### src/rtl/regfile_wb_arbiter.sv
// rtl/regfile_wb_arbiter.sv - round-robin write-port arbiter and clear sequencer for the register file
module regfile_wb_arbiter #(
    parameter int ADDR_W = 5,
    parameter int DATA_W = 32
) (
    input  logic              clk,
    input  logic              rst_n,
    input  logic              clr_req,
    output logic              clr_busy,
    input  logic              a_valid,
    output logic              a_ready,
    input  logic [ADDR_W-1:0] a_addr,
    input  logic [DATA_W-1:0] a_data,
    input  logic              b_valid,
    output logic              b_ready,
    input  logic [ADDR_W-1:0] b_addr,
    input  logic [DATA_W-1:0] b_data,
    output logic              L_S,
    output logic [ADDR_W-1:0] Wt_addr,
    output logic [DATA_W-1:0] Wt_data,
    output logic              last_b
);

    typedef enum logic {IDLE, CLEAR} state_t;

    state_t            state;
    logic [ADDR_W-1:0] cnt;
    logic              grant_a;
    logic              grant_b;
    logic              accept_ok;

    // Under contention the requester not granted last wins.
    always_comb begin
        grant_a = 1'b0;
        grant_b = 1'b0;
        if (a_valid && b_valid) begin
            grant_a = last_b;
            grant_b = !last_b;
        end else begin
            grant_a = a_valid;
            grant_b = b_valid;
        end
    end

    assign accept_ok = (state == IDLE) && !clr_req;
    assign a_ready   = grant_a && accept_ok;
    assign b_ready   = grant_b && accept_ok;
    assign clr_busy  = (state == CLEAR);

    always_ff @(posedge clk or negedge rst_n) begin
        if (!rst_n) begin
            state   <= IDLE;
            cnt     <= '0;
            L_S     <= 1'b0;
            Wt_addr <= '0;
            Wt_data <= '0;
            last_b  <= 1'b1;
        end else begin
            case (state)
                IDLE: begin
                    if (clr_req) begin
                        state <= CLEAR;
                        cnt   <= ADDR_W'(1);
                        L_S   <= 1'b0;
                    end else if (a_ready) begin
                        Wt_addr <= a_addr;
                        Wt_data <= a_data;
                        L_S     <= (a_addr != '0);
                        last_b  <= 1'b0;
                    end else if (b_ready) begin
                        Wt_addr <= b_addr;
                        Wt_data <= b_data;
                        L_S     <= (b_addr != '0);
                        last_b  <= 1'b1;
                    end else begin
                        L_S <= 1'b0;
                    end
                end
                CLEAR: begin
                    // r0 is hardwired, so the sweep covers 1..top register only.
                    L_S     <= 1'b1;
                    Wt_addr <= cnt;
                    Wt_data <= '0;
                    cnt     <= cnt + ADDR_W'(1);
                    if (cnt == '1) state <= IDLE;
                end
                default: state <= IDLE;
            endcase
        end
    end

endmodule

### config.mk
export PLATFORM = sky130hd
export DESIGN_NAME = regfile_wb_arbiter
export DESIGN_NICKNAME = d
export VERILOG_FILES = /design/src/rtl/regfile_wb_arbiter.sv
export SDC_FILE = /design/constraint.sdc
export NUM_CORES = 1
export LEC_CHECK = 0
export CAP_MARGIN = 20
export CORE_MARGIN = 2
export CORE_UTILIZATION = 35
export DETAILED_ROUTE_END_ITERATION = 8
export MAX_ROUTING_LAYER = met4
export PLACE_DENSITY_LB_ADDON = 0.05
export SYNTH_ARGS = -nofsm -noshare
export SYNTH_HDL_FRONTEND = slang
export SYNTH_SLANG_ARGS = --single-unit
### constraint.sdc
create_clock -name clk -period 4.6 [get_ports clk]
set_clock_uncertainty 0.1 [all_clocks]
set_input_delay 0.69 -clock clk [delete_from_list [all_inputs] [get_ports clk]]
set_output_delay 0.69 -clock clk [all_outputs]
set_load 0.01 [all_outputs]
* After elaboration in Yosys (flattened, before gate mapping)
Cells that the tools add are included.
** Cells by class
- $add $sub $neg :: 1
- Eq/ne operators :: 4
- Multiplexer cells :: 21
- Bitwise logic cells :: 2
- Reduce and logical (&&, ||, !) cells :: 11
** Operator list (count)
- $mux 32 :: 3
- $pmux 32 s2 :: 1
- $mux 5 :: 4
- $pmux 5 s2 :: 2
- $reduce_bool 5->1 :: 2
- $mux 1 :: 9
- $add 5x1->5 const B :: 1
- $eq 5x5->1 const B :: 1
- $logic_and 1x1->1 :: 4
- $ne 2x2->1 const B :: 2
- $pmux 1 s2 :: 2
- $ne 3x3->1 const B :: 1
- $reduce_and 3->1 :: 1
- $logic_not 1->1 :: 2
- $not 1->1 :: 2
- $reduce_and 2->1 :: 1
- $reduce_bool 2->1 :: 1
** Storage, ports and cells
- Register bits after elaboration :: 45
- Input port bits :: 79
- Logic and storage cells :: 45

* Longest topological paths before layout
Gate-level depths: netlist of the first run.
- Depth in word-level cells :: 7
- Gate-level depth with buffers :: 5
- Depth with buffers taken out :: 4

* Worst setup path after synthesis of the first run
OpenSTA, ideal clock, no wires.
- Kind :: input -> output
- Start point :: in clr_req
- End point :: out b_ready
- Data arrival time :: 1.247 ns
- Required time :: 3.810 ns
- Path slack :: 2.563 ns
- Stages on the path :: 3
- Cell sequence :: nor2_2 buf_2 and2_1
** On the way
- Word-level cells in the longest chain between the ends :: 3
** RTL lines
- start: declaration :: line 8 : input logic clr_req,
- $logic_not 1->1 :: line 45 : assign accept_ok = (state == IDLE) && !clr_req;
- $logic_and 1x1->1 :: line 45
- $logic_and 1x1->1 :: line 47 : assign b_ready = grant_b && accept_ok;
- end: declaration :: line 15 : output logic b_ready,
No other way between the ends.

* Final worst setup path of the first run
- Start point :: in a_valid
- End point :: out b_ready
** On the way
- Word-level cells in the longest chain between the ends :: 3
** RTL lines
- start: declaration :: line 10 : input logic a_valid,
- $logic_and 1x1->1 :: line 36 : if (a_valid && b_valid) begin
- $mux 1 :: line 36
- $logic_and 1x1->1 :: line 47
No other way between the ends.

==> impl_metrics.ini, run 1 <==
[run_status]
status = complete, no violations

[synthesis]
synth_warnings = 0
synth.area.top_cells = dfrtp_1, a22oi_1, a31oi_1
synth_cells = 262
avgSynthCellArea_um2 = 9.374
syn_nets = 343
yosysSeqAreaShare = 0.4590
ys_ff_latch = 45
yosysTopAreaCellShare = 0.4483
synthDistinctLibCells = 36
yosysTopAreaCell = dfrtp_1
syn_area_um2 = 2456

[routing]
first_iter_violations = 105
drt_wl_total_um = 8396
vias_per_cell = 5.538
drt_pass1_iterations = 4
ant_nets = 0
drcViolationCount = 0
wl_per_cell_um = 18.21
vias = 2553

[placed_design]
placed_cell_area_um2 = 3650
place_congestion = 0.7356
place_ws_ns = 1.437
port_buffers = 120
place_inst = 452
dp_hpwl_um = 5060

[global_route]
grt_pass1_vias = 2506
grt_start_max_net_pins = 46
antenna_found_initial = 0
grtUsageTotal = 0.2231
grt_pass1_wl_um = 12990
grt_overflow = 0

[final_layout]
layout_commonest_cell = clkdlybuf4s50_1
layout.nets = 445
final_area_um2 = 3786
drive_gt1_frac = 0.05753
final_cell_mix = clkdlybuf4s50_1, dfrtp_1, nand3_1
finalNonFillerCells = 461
postLayoutCoreUtil = 0.5573
diodes = 0
area_growth_pct = 54.15

[setup_path]
slowest_stage = buf_2
crit_family = buffers and inverters
crit_chain = buf_2 -> a21boi_0 -> and2_1 -> clkdlybuf4s50_1
worst-path-stages = 4
crit_type = in2out
worstPathRequired_ns = 3.81
critPathCaptureType = output pin
path_max_fanout = 42
reg2regPathDepth = 3
start_kind = primary input
path_buf_inv = 2
cp_slowest_stage_delay_ns = 0.61
arrival_ns = 2.36

[clock_tree]
cts_tree = built
clk_latency_ns = 0.30
post_cts_buffers = 0
clk_path_buf_depth = 2
cts.sinks = 45
h-tree-depth = 2
ctsResizeCount = 0
clock-root-buffer = clkbuf_8
path_clk_slew_ns = 0.09
cts_buffers = 5
ctsHoldBuffers = 0

[die]
row_count = 30
io_pins = 121
initial_core_util = 0.3615
die_h_um = 87.77
die_area_um2 = 7704
core-area_um2 = 6794
die_x_um = 87.77

[timing]
post-route-min-period_ns = 3.151
layout_setup_ws_ns = 1.449
worst_pin_slew_ns = 0.8273
rsz0062_at_grt = no
clock.fmax_mhz = 317.3
setup_viol = 0
hold_viol = 0
timing.setup.tns_ns = 0
slew_violations = 0
min_period_over_period = 0.6851
holdWs_ns = 0.1028
maxSlewHeadroom = 0.4485

[run]
cap_violations = 0

[min_path]
hp-class = in2async

[power]
p_per_area_nw_per_um2 = 377.0
ir_worst_vdd_v = 0.0001599
totalPowerFinal_mw = 1.428
power.leakage_nw = 1.442
power by group:
group | switching (mW) | internal (mW) | total [mW]
clock | 0.140 | 0.177 | 0.318
combinational | 0.282 | 0.282 | 0.564
sequential | 0.0661 | 0.479 | 0.545
state kept, by name (all words and copies together) (netlist names):
name,count
clr_busy,1
Wt_addr,5
L_S,1
Wt_data,32
last_b,1
cnt,5
cell families after synthesis:
group                      count (synthesis)  synth area share
xor gates and xnor gates                   2          0.007133
adders and majority gates                  2           0.01019
AOI/OAI and AO/OA                        122            0.3169
buffers and inverters                     33           0.07743
DFF                                       45            0.4590
and+or+nand+nor                           58            0.1294
final timing paths:
path                       slack (ns)  startpoint     endpoint
setup / recovery                 1.45     a_valid      b_ready
hold / removal                   0.10       rst_n  Wt_data[28]
setup reg to reg                 2.67    clr_busy   Wt_data[9]
hold reg to reg                  0.45      cnt[4]       cnt[4]
max in group asynchronous        3.80       rst_n       last_b
min in group clk                 0.45      cnt[4]       cnt[4]
routing by layer:
| metal | global-route usage | up-vias | share of wire |
|---|---|---|---|
| li1 | - | 1214 | - |
| met1 | 0.2904 | 1233 | 0.46 |
| met2 | 0.3554 | 98 | 0.48 |
| met3 | 0.04807 | 8 | 0.056 |
| met4 | 0.05455 | 0 | 0.010 |
| met5 | - | - | 0 |
synth_stat cells (all sizes together):
master,n
a22o,2
xor2,1
a221oi,4
and3,1
nor2b,4
nand2b,1
dfstp,1
o21ai,40
or2,2
and2,2
a21boi,1
o211ai,3
o21a,1
nand2,4
a31oi,36
o311ai,1
clkbuf,7
ha,2
inv,2
a32oi,1
nor2,5
or4,2
buf,24
a22oi,32
xnor2,1
dfrtp,44
a21oi,1
nand3,37
cell type report:
cell class / count / area, um2
multi-input combinational: 184 / 1146
tap: 96 / 120.1
timing repair buffer: 126 / 1269
clock buffer: 7 / 86.33
sequential: 45 / 1127
clock inverter: 1 / 30.03
fill: 642 / 3008
inverter: 2 / 7.507
Power figures use the tool's default switching activity.
==> run 2: changes to the inputs <==
clock period = 2.65 ns   (was 4.6 ns; I/O delays follow)
==> run 2 against run 1 <==
Compared with the run above:
- sequential share of layout area about the same
- hold slack worse by 0.020 ns
- cell count up 1.1%
- combinational power up 76%
- die area unchanged
- sequential cell count unchanged
- first-iteration DRC count up 47%
- count of clock-buffer cells in the layout unchanged
- worst setup slack worse by 1.2 ns
- critical path depth unchanged
- wire length down 0.70%
- sequential power up 71%
- largest cell class unchanged
- largest power group unchanged
==> impl_metrics.ini, run 2 (synthesis results as in run 1) <==
[run_status]
status = complete, no violations

[setup_path]
path_max_fanout = 5
crit_type = in2out
r2r_slack_ns = 0.91
reg2regPathDepth = 4
arrival_ns = 1.95
start_kind = primary input
critPathCaptureType = output pin
worstPathRequired_ns = 2.15

[power]
p_per_area_nw_per_um2 = 652.7
seq_power_share = 0.377
p_switching_mw = 0.8389
p_int_mw = 1.636
ir_worst_vdd_v = 0.0002849
p_clk_frac = 0.221
power.leakage_nw = 1.453
p_sw_frac = 0.3390
pwr-share-comb = 0.401

[timing]
maxSlewHeadroom = 0.5333
clock.fmax_mhz = 409.0
hold_viol = 0
setup_viol = 0
post-route-min-period_ns = 2.445
timing.setup.tns_ns = 0
min_period_over_period = 0.9227
worst_pin_slew_ns = 0.6990
slew_violations = 0
rsz0062_at_grt = no

[clock_tree]
clock-root-buffer = clkbuf_8
cts_tree = built
ctsHoldBuffers = 0
ctsResizeCount = 0
cts_buffers = 5
path_clk_slew_ns = 0.09
clk_latency_ns = 0.30
post_cts_buffers = 0
h-tree-depth = 2
cts.sinks = 45
clk_path_buf_depth = 2

[die]
die_area_um2 = 7704
die_h_um = 87.77
row_count = 30
core-area_um2 = 6794
io_pins = 121
die_x_um = 87.77
initial_core_util = 0.3615

[routing]
vias_per_cell = 5.498
drt_pass1_iterations = 4
ant_nets = 0
wl_per_cell_um = 17.89
vias = 2562
first_iter_violations = 154
drcViolationCount = 0
drt_wl_total_um = 8337

[global_route]
antenna_found_initial = 0
use_met1 = 0.2709
grt_pass1_vias = 2646
met3_usage = 0.05278
grt_overflow = 0
grt_pass1_wl_um = 12980
grt_util_met2 = 0.3733
grt_start_max_net_pins = 46
grtUsageTotal = 0.2231
busiest_layer = met2

[placed_design]
dp_hpwl_um = 5189
place_congestion = 0.7694
port_buffers = 120
place_inst = 458

[final_layout]
area_growth_pct = 54.36
final_cell_mix = clkdlybuf4s50_1, dfrtp_1, nand3_1
layout.nets = 450
largestRegisters = Wt_data: 32 flops, Wt_addr: 5 flops, cnt: 5 flops
drive_gt1_frac = 0.07027
layout_commonest_cell = clkdlybuf4s50_1
finalNonFillerCells = 466
largest_reg_flops = 32
top_register = Wt_data
diodes = 0

[run]
cap_violations = 0

[min_path]
hp-class = in2async
## run 2: cell count changes in the layout (fill, tap and decap cells not counted)
| cell | delta |
|---|---|
| buf_12 | -1 |
| buf_16 | -1 |
| buf_4 | +7 |
## run 2: per-layer routing
metal | up-vias | share of wire
met5 | - | 0
met4 | 0 | 0.0094
met3 | 8 | 0.051
met2 | 88 | 0.48
met1 | 1242 | 0.46
li1 | 1224 | -
## run 2: layout make-up
type / instances / area (um2)
Clock buffer: 7 / 86.33
Clock inverter: 1 / 30.03
Tap cell: 96 / 120.1
Inverter: 2 / 7.507
Sequential cell: 45 / 1127
Multi-Input combinational cell: 184 / 1146
Timing Repair Buffer: 131 / 1274
Fill cell: 629 / 3003
## run 2: worst paths after layout
| path | from | end |
|---|---|---|
| setup / recovery | b_valid | b_ready |
| hold / removal | rst_n | L_S |
| setup reg to reg | clr_busy | Wt_data[12] |
| hold reg to reg | last_b | last_b |
| max in group asynchronous | rst_n | Wt_data[11] |
| min in group clk | last_b | last_b |
## run 2: critical path, stage by stage
cell,delay [ns]
clkdlybuf4s50_1,0.54
a21boi_0,0.30
and2_1,0.17
clkdlybuf4s50_1,0.53
## run 2: per-stage QoR
stage / hold slack (ns) / area, um2 / utilization / power, mW / worst slack (ns)
5_1_grt: 0.1311 / 3791 / 0.5580 / 2.631 / 0.1362
3_5_place_dp: 0.4197 / 3675 / 0.5409 / 1.949 / 0.1890
2_1_floorplan: 0.001909 / 2456 / - / 1.488 / 1.074
4_1_cts: 0.1097 / 3791 / 0.5580 / 2.499 / 0.1870
3_3_place_gp: 0.4207 / 3675 / 0.5409 / 1.937 / 0.3126
6_report: 0.08240 / 3791 / 0.5580 / 2.475 / 0.2048
## run 2: power by group through the flow
stage / registers, mW / logic, mW / clock network [mW]
after floorplan: 0.978 / 0.510 / 0
after global placement: 0.943 / 0.995 / 0
after detailed placement: 0.946 / 1.00 / 0
after CTS: 0.935 / 1.00 / 0.560
after global routing: 0.955 / 1.09 / 0.585
final: 0.933 / 0.993 / 0.548
==> run 3: changes to the inputs <==
CAP_MARGIN = 30   (was 20)
CTS_CLUSTER_SIZE = 25   (was not set)
SLEW_MARGIN = 40   (was not set)
==> results of run 3 <==
No change in the layout: final DEF, timing and power equal those of run 2.
